==> config.mk <==
export PLATFORM = sky130hd
export DESIGN_NAME = sti_pixel_packer
export DESIGN_NICKNAME = d
export VERILOG_FILES = /design/src/rtl/sti_pixel_packer.sv
export SDC_FILE = /design/constraint.sdc
export NUM_CORES = 1
export LEC_CHECK = 0
export CAP_MARGIN = 20
export CORE_ASPECT_RATIO = 2
export CORE_MARGIN = 1.5
export CORE_UTILIZATION = 50
export CTS_BUF_LIST = sky130_fd_sc_hd__clkbuf_4
export DETAILED_ROUTE_END_ITERATION = 16
export PLACE_DENSITY_LB_ADDON = 0.2
export REMOVE_ABC_BUFFERS = 1
export SETUP_SLACK_MARGIN = 0.1
export SKIP_LAST_GASP = 1
export SLEW_MARGIN = 20
export SYNTH_ARGS = -nofsm -noshare
export SYNTH_HDL_FRONTEND = slang
export SYNTH_SLANG_ARGS = --single-unit
==> constraint.sdc <==
create_clock -name clk -period 2.4 [get_ports clk]
set_input_delay 0.48 -clock clk [delete_from_list [all_inputs] [get_ports clk]]
set_output_delay 0.48 -clock clk [all_outputs]
set_load 0.01 [all_outputs]
==> src/rtl/sti_pixel_packer.sv <==
// sti_pixel_packer
// Serialises host words (DW/2, DW, 3DW/2 or 2DW bits, MSB- or LSB-first) onto
// so_data/so_valid and packs the same bit stream into PW-bit pixels written
// sequentially into a 2**AW-entry pixel memory. On end of stream any partial
// pixel is flushed left-aligned, the rest of the memory is filled with FILL,
// and pixel_finish is raised until reset.
//
// Ports:
//   clk, reset           clock, asynchronous active-high reset
//   load                 word strobe, taken only in IDLE
//   pi_data[DW]          host word
//   pi_length[2]         00=DW/2, 01=DW, 10=3DW/2, 11=2DW bits
//   pi_fill              lengths 10/11: 1=left-aligned, 0=right-aligned
//   pi_msb               1=MSB first, 0=LSB first
//   pi_low               length 00: 1=upper half, 0=lower half
//   pi_end               end of stream (IDLE only, wins over load)
//   busy                 state is not IDLE
//   so_data, so_valid    serial output
//   pixel_wr, pixel_addr[AW], pixel_dataout[PW]   pixel memory write port
//   pixel_finish         sticky completion flag
module sti_pixel_packer #(
  parameter int unsigned   DW   = 16,
  parameter int unsigned   PW   = 8,
  parameter int unsigned   AW   = 8,
  parameter logic [PW-1:0] FILL = '0
) (
  input  logic          clk,
  input  logic          reset,
  input  logic          load,
  input  logic [DW-1:0] pi_data,
  input  logic [1:0]    pi_length,
  input  logic          pi_fill,
  input  logic          pi_msb,
  input  logic          pi_low,
  input  logic          pi_end,
  output logic          busy,
  output logic          so_data,
  output logic          so_valid,
  output logic          pixel_wr,
  output logic [AW-1:0] pixel_addr,
  output logic [PW-1:0] pixel_dataout,
  output logic          pixel_finish
);

  localparam int unsigned FW = 2 * DW;
  localparam int unsigned HW = DW / 2;
  localparam int unsigned LW = $clog2(FW + 1);
  localparam int unsigned CW = $clog2(PW + 1);

  typedef enum logic [2:0] {ST_IDLE, ST_SHIFT, ST_FLUSH, ST_FILL, ST_DONE} state_t;

  state_t        state;
  logic [FW-1:0] sr;
  logic          msb_first;
  logic [LW-1:0] remaining;
  logic [PW-1:0] acc;
  logic [CW-1:0] cnt;

  logic [FW-1:0] frame;
  logic [FW-1:0] frame_sr;
  logic [FW-1:0] cur_sr;
  logic [FW-1:0] next_sr;
  logic [LW-1:0] frame_len;
  logic          cur_msb;
  logic          bit_out;
  logic          emit;
  logic [PW-1:0] acc_next;
  logic [PW-1:0] flush_pix;
  logic          pix_full;
  logic [AW-1:0] wr_addr;
  logic          wr_last;

  assign busy = (state != ST_IDLE);

  always_comb begin
    frame     = '0;
    frame_len = LW'(DW);
    case (pi_length)
      2'b00: begin
        frame[HW-1:0] = pi_low ? pi_data[DW-1:HW] : pi_data[HW-1:0];
        frame_len     = LW'(HW);
      end
      2'b01: frame[DW-1:0] = pi_data;
      2'b10: begin
        frame[DW+HW-1:0] = pi_fill ? {pi_data, {HW{1'b0}}} : {{HW{1'b0}}, pi_data};
        frame_len        = LW'(DW + HW);
      end
      default: begin
        frame     = pi_fill ? {pi_data, {DW{1'b0}}} : {{DW{1'b0}}, pi_data};
        frame_len = LW'(FW);
      end
    endcase

    // MSB-first frames are left-aligned so both orders shift out of a fixed end.
    frame_sr = pi_msb ? (frame << (LW'(FW) - frame_len)) : frame;

    // The first bit of a word goes out on the load edge itself, straight from
    // the inputs; later bits come from the latched shift register.
    cur_sr  = (state == ST_IDLE) ? frame_sr : sr;
    cur_msb = (state == ST_IDLE) ? pi_msb : msb_first;
    bit_out = cur_msb ? cur_sr[FW-1] : cur_sr[0];
    next_sr = cur_msb ? (cur_sr << 1) : (cur_sr >> 1);
    emit    = ((state == ST_IDLE) && !pi_end && load) ||
              ((state == ST_SHIFT) && (remaining != '0));

    acc_next  = PW'({acc, bit_out});
    pix_full  = (cnt == CW'(PW - 1));
    flush_pix = acc << (CW'(PW) - cnt);

    // Address of a write issued on this edge: the previous write's address
    // has already been used, so step past it.
    wr_addr = pixel_addr + AW'(pixel_wr);
    wr_last = (wr_addr == '1);
  end

  always_ff @(posedge clk or posedge reset) begin
    if (reset) begin
      state         <= ST_IDLE;
      sr            <= '0;
      msb_first     <= 1'b0;
      remaining     <= '0;
      acc           <= '0;
      cnt           <= '0;
      so_data       <= 1'b0;
      so_valid      <= 1'b0;
      pixel_wr      <= 1'b0;
      pixel_addr    <= '0;
      pixel_dataout <= '0;
      pixel_finish  <= 1'b0;
    end else begin
      so_valid   <= 1'b0;
      so_data    <= 1'b0;
      pixel_wr   <= 1'b0;
      pixel_addr <= wr_addr;

      case (state)
        ST_IDLE: begin
          if (pi_end) begin
            pixel_wr <= 1'b1;
            if (cnt != '0) begin
              pixel_dataout <= flush_pix;
              cnt           <= '0;
              state         <= wr_last ? ST_DONE : ST_FLUSH;
            end else begin
              pixel_dataout <= FILL;
              state         <= wr_last ? ST_DONE : ST_FILL;
            end
          end else if (load) begin
            msb_first <= pi_msb;
            remaining <= frame_len - LW'(1);
            state     <= ST_SHIFT;
          end
        end
        ST_SHIFT: begin
          if (remaining == '0) state <= ST_IDLE;
          else                 remaining <= remaining - LW'(1);
        end
        // FLUSH only labels the cycle showing the flush write; the first
        // fill write is issued on the edge that leaves it.
        ST_FLUSH, ST_FILL: begin
          pixel_wr      <= 1'b1;
          pixel_dataout <= FILL;
          state         <= wr_last ? ST_DONE : ST_FILL;
        end
        default: pixel_finish <= 1'b1;
      endcase

      // Emission overrides the state chosen above when the completing pixel
      // lands on the last address.
      if (emit) begin
        so_valid <= 1'b1;
        so_data  <= bit_out;
        sr       <= next_sr;
        acc      <= acc_next;
        if (pix_full) begin
          pixel_wr      <= 1'b1;
          pixel_dataout <= acc_next;
          cnt           <= '0;
          if (wr_last) state <= ST_DONE;
        end else begin
          cnt <= cnt + CW'(1);
        end
      end
    end
  end

endmodule

==> run summary <==
PD cells - 366.4 nW/um^2
crit-path max cell delay - 610 ps
area share of the largest cell type after synthesis - 36.39%
maximum clock path buffer count - 2
Setup WS pre-CTS - -552.3 ps
I/O pin count - 46
origin of the worst setup path - state[2]$_DFF_PP0_
synthesized instance count - 574
DRT Pass-1 Iters - 7
clock root cell - clkbuf_4
Slew @ Worst Pin - 768.0 ps
leakage power - 2.986 nW
total track usage - 36.10%
final setup margin - 138.8 ps
routed len/inst - 22.38 um
Site Rows - 52
flops & latches, synth - 74
post-synth design cell area - 5089 um^2
ys async rst share - 100.0%
CP endpoint kind - register
Post-synth top cells - dfrtp_1, nand2_1, a21oi_1
Top cell by count, worst path - buf_4
critical path class - reg -> reg
Sum Neg Setup Slack - 0 ps
detailed placement HPWL - 14.61 mm
fin crit period - 2261 ps
Worst path slowest cell - or4b_4
H-tree depth - 3
synth warn - 0
R2R cell count - 7
post-route ant nets - 0
clock sinks - 74
die width - 74.34 um
M1 WL - 6.242 mm
via count - 5,532
vias in the first global route - 5,499
Max Used Layer - met4
DP Area - 6361 um^2
DR WL met3 - 914 um
Die ar. - 10,830 um^2
FF-to-FF setup slack - 140 ps
final cycle utilization of the critical path - 94.22%
dominant synthesized flop cell - dfrtp_1
Setup crit end - sr[1]$_DFFE_PP0N_
RSZ-0062 raised after global routing - yes
Total Routed Length - 19.09 mm
largest net degree at the start of global routing - 29
RR Endpoint - sr[1]$_DFFE_PP0N_
nets@finish - 747
cell chain of the critical path - or4b_4 > and2_1 > buf_4 > nor2_2 > buf_4 > a32oi_2 > o21a_1
Clock Latency Late Sink - 430 ps
fill cell count - 866
synthesized area per cell - 8.865 um^2
Worst-path clk slew - 130 ps
skew final - 14.43 ps
Routability Congestion - 1.021
worst hold path type - in -> async
Worst R2R Start - state[2]$_DFF_PP0_
layout cells sized above 1 - 28.87%
CTS Hold Bufs - 0
Yosys cell types - 74
cell with the most instances after synthesis - dfrtp_1
Num CTS Buffers - 9
Port-buffer cells - 45
Initial Util - 50.79%
Final Instance Area - 6755 um^2
Seq/Total Area, Yosys - 36.39%
Final Util - 67.42%
Synth area leader - dfrtp_1
drt initial violations - 470
peak fanout along the critical path - 16
DR WL met2 - 10.30 mm
WP data required - 2730 ps
area grow syn2layout - 32.75%
Final Hold Viols - 0
Die Span Y - 145.7 um
Post-synth EDFFs - 0
status - finished clean
number of remaining DRC errors - 0
antenna violations before repair - 1
synth top area cells - dfrtp_1, a22o_1, a21oi_1
Slew headroom - 48.46%
Core Box Area - 10,020 um^2
max_cap viols - 0
crit path launch type - register
Worst VDD drop - 0.2128 mV
Worst Path Arrival - 2590 ps
Setup Viol. Count Final - 0
first-pass GRT wire length - 29.32 mm
fmax - 442.2 MHz
TritonCTS clock tree - built
Avg Vias per Cell - 6.485
final slew viol count - 0
Overflow after GRT - 0
[per-layer routing]
layer / up-vias / global-route usage (%)
met1: 2668 / 35.99
met3: 106 / 4.986
met2: 293 / 64.82
met4: 0 / 25.18
li1: 2465 / -
met5: - / 0
[worst max-delay path: cells and delay by family (launching register included)]
family	cells	cell delay (ps)
simple gates	3	980
buf+inv	2	440
flops	1	510
compound gates	2	240
[placed cells by master (no fill, tap or decap), types with 5 or more instances in the layout]
master	instances
nor2_1	34
o21a_1	12
o31ai_1	7
dfrtp_1	70
nor2b_1	5
nor3_1	8
buf_4	120
ha_1	7
clkbuf_4	9
a21oi_1	48
a22oi_1	22
mux2i_1	5
a221oi_1	11
o22ai_1	5
nand3_1	15
o21ai_0	31
a22oi_2	6
xnor2_1	6
o32ai_1	5
a31oi_1	7
a211oi_1	5
inv_1	12
a21o_1	12
nand2_1	56
and3_1	5
clkdlybuf4s50_1	42
and2_1	5
a22o_1	28
[cell families after synthesis]
group,after synthesis,share of synthesized area [%]
AO/OA/AOI/OAI,241,33.66
XOR/XNOR,10,1.721
adder cells (fa/ha/maj),10,2.459
buffers and inverters,60,5.999
flip-flops,74,36.39
multiplexers,11,2.975
AND/OR/NAND/NOR,168,16.79
[worst min-delay path by stage]
stage,startpoint,end,slack [ps],cells past startpoint
finish,reset,so_valid$_DFF_PP0_,400,2
global route,reset,sr[23]$_DFFE_PP0N_,430,2
CTS,reset,sr[26]$_DFFE_PP0N_,410,2
detailed placement,pixel_finish$_DFFE_PP0N_,pixel_finish$_DFFE_PP0N_,460,1
global placement,pixel_finish$_DFFE_PP0N_,pixel_finish$_DFFE_PP0N_,450,1
floorplan,acc[7]$_DFFE_PP0N_,acc[7]$_DFFE_PP0N_,430,2
[power breakdown]
part,switching [W],total (W),internal [W]
clock network,0.000478,0.000687,0.000209
registers,0.0000118,0.00127,0.00126
logic,0.000280,0.000514,0.000234
[cell type report]
class | count | area (um^2) | area share (%)
multi-input combinational | 441 | 3123 | 46.23
sequential | 74 | 1857 | 27.49
timing repair buffer | 169 | 1423 | 21.06
tap | 135 | 168.9 | 2.500
inverter | 17 | 68.82 | 1.019
clock buffer | 9 | 67.56 | 1.000
clock inverter | 7 | 45.04 | 0.6668
antenna | 1 | 2.502 | 0.03704
[through the flow]
step / hold slack [ps] / std cells / total power, W
2_1_floorplan: 434.1 / 531 / 0.001491
3_3_place_gp: 452.4 / 825 / 0.001777
3_5_place_dp: 462.1 / 825 / 0.001778
4_1_cts: 411.4 / 841 / 0.002456
5_1_grt: 425.2 / 853 / 0.002570
6_report: 401.7 / 853 / 0.002475
[flip-flops by register name (all words and copies together), names as in the netlist, 3 cells and up]
| name | flops |
|---|---|
| acc | 8 |
| cnt | 4 |
| pixel_addr | 8 |
| pixel_dataout | 8 |
| remaining | 6 |
| sr | 32 |
| state | 3 |
[what timing repair did]
action,4_1_cts,5_1_grt
cloned,0,1
setup endpoints to repair,42,31
setup buffers,0,10
pin swaps,4,5
gates resized for setup,22,30
(Power assumes the default switching activity.)
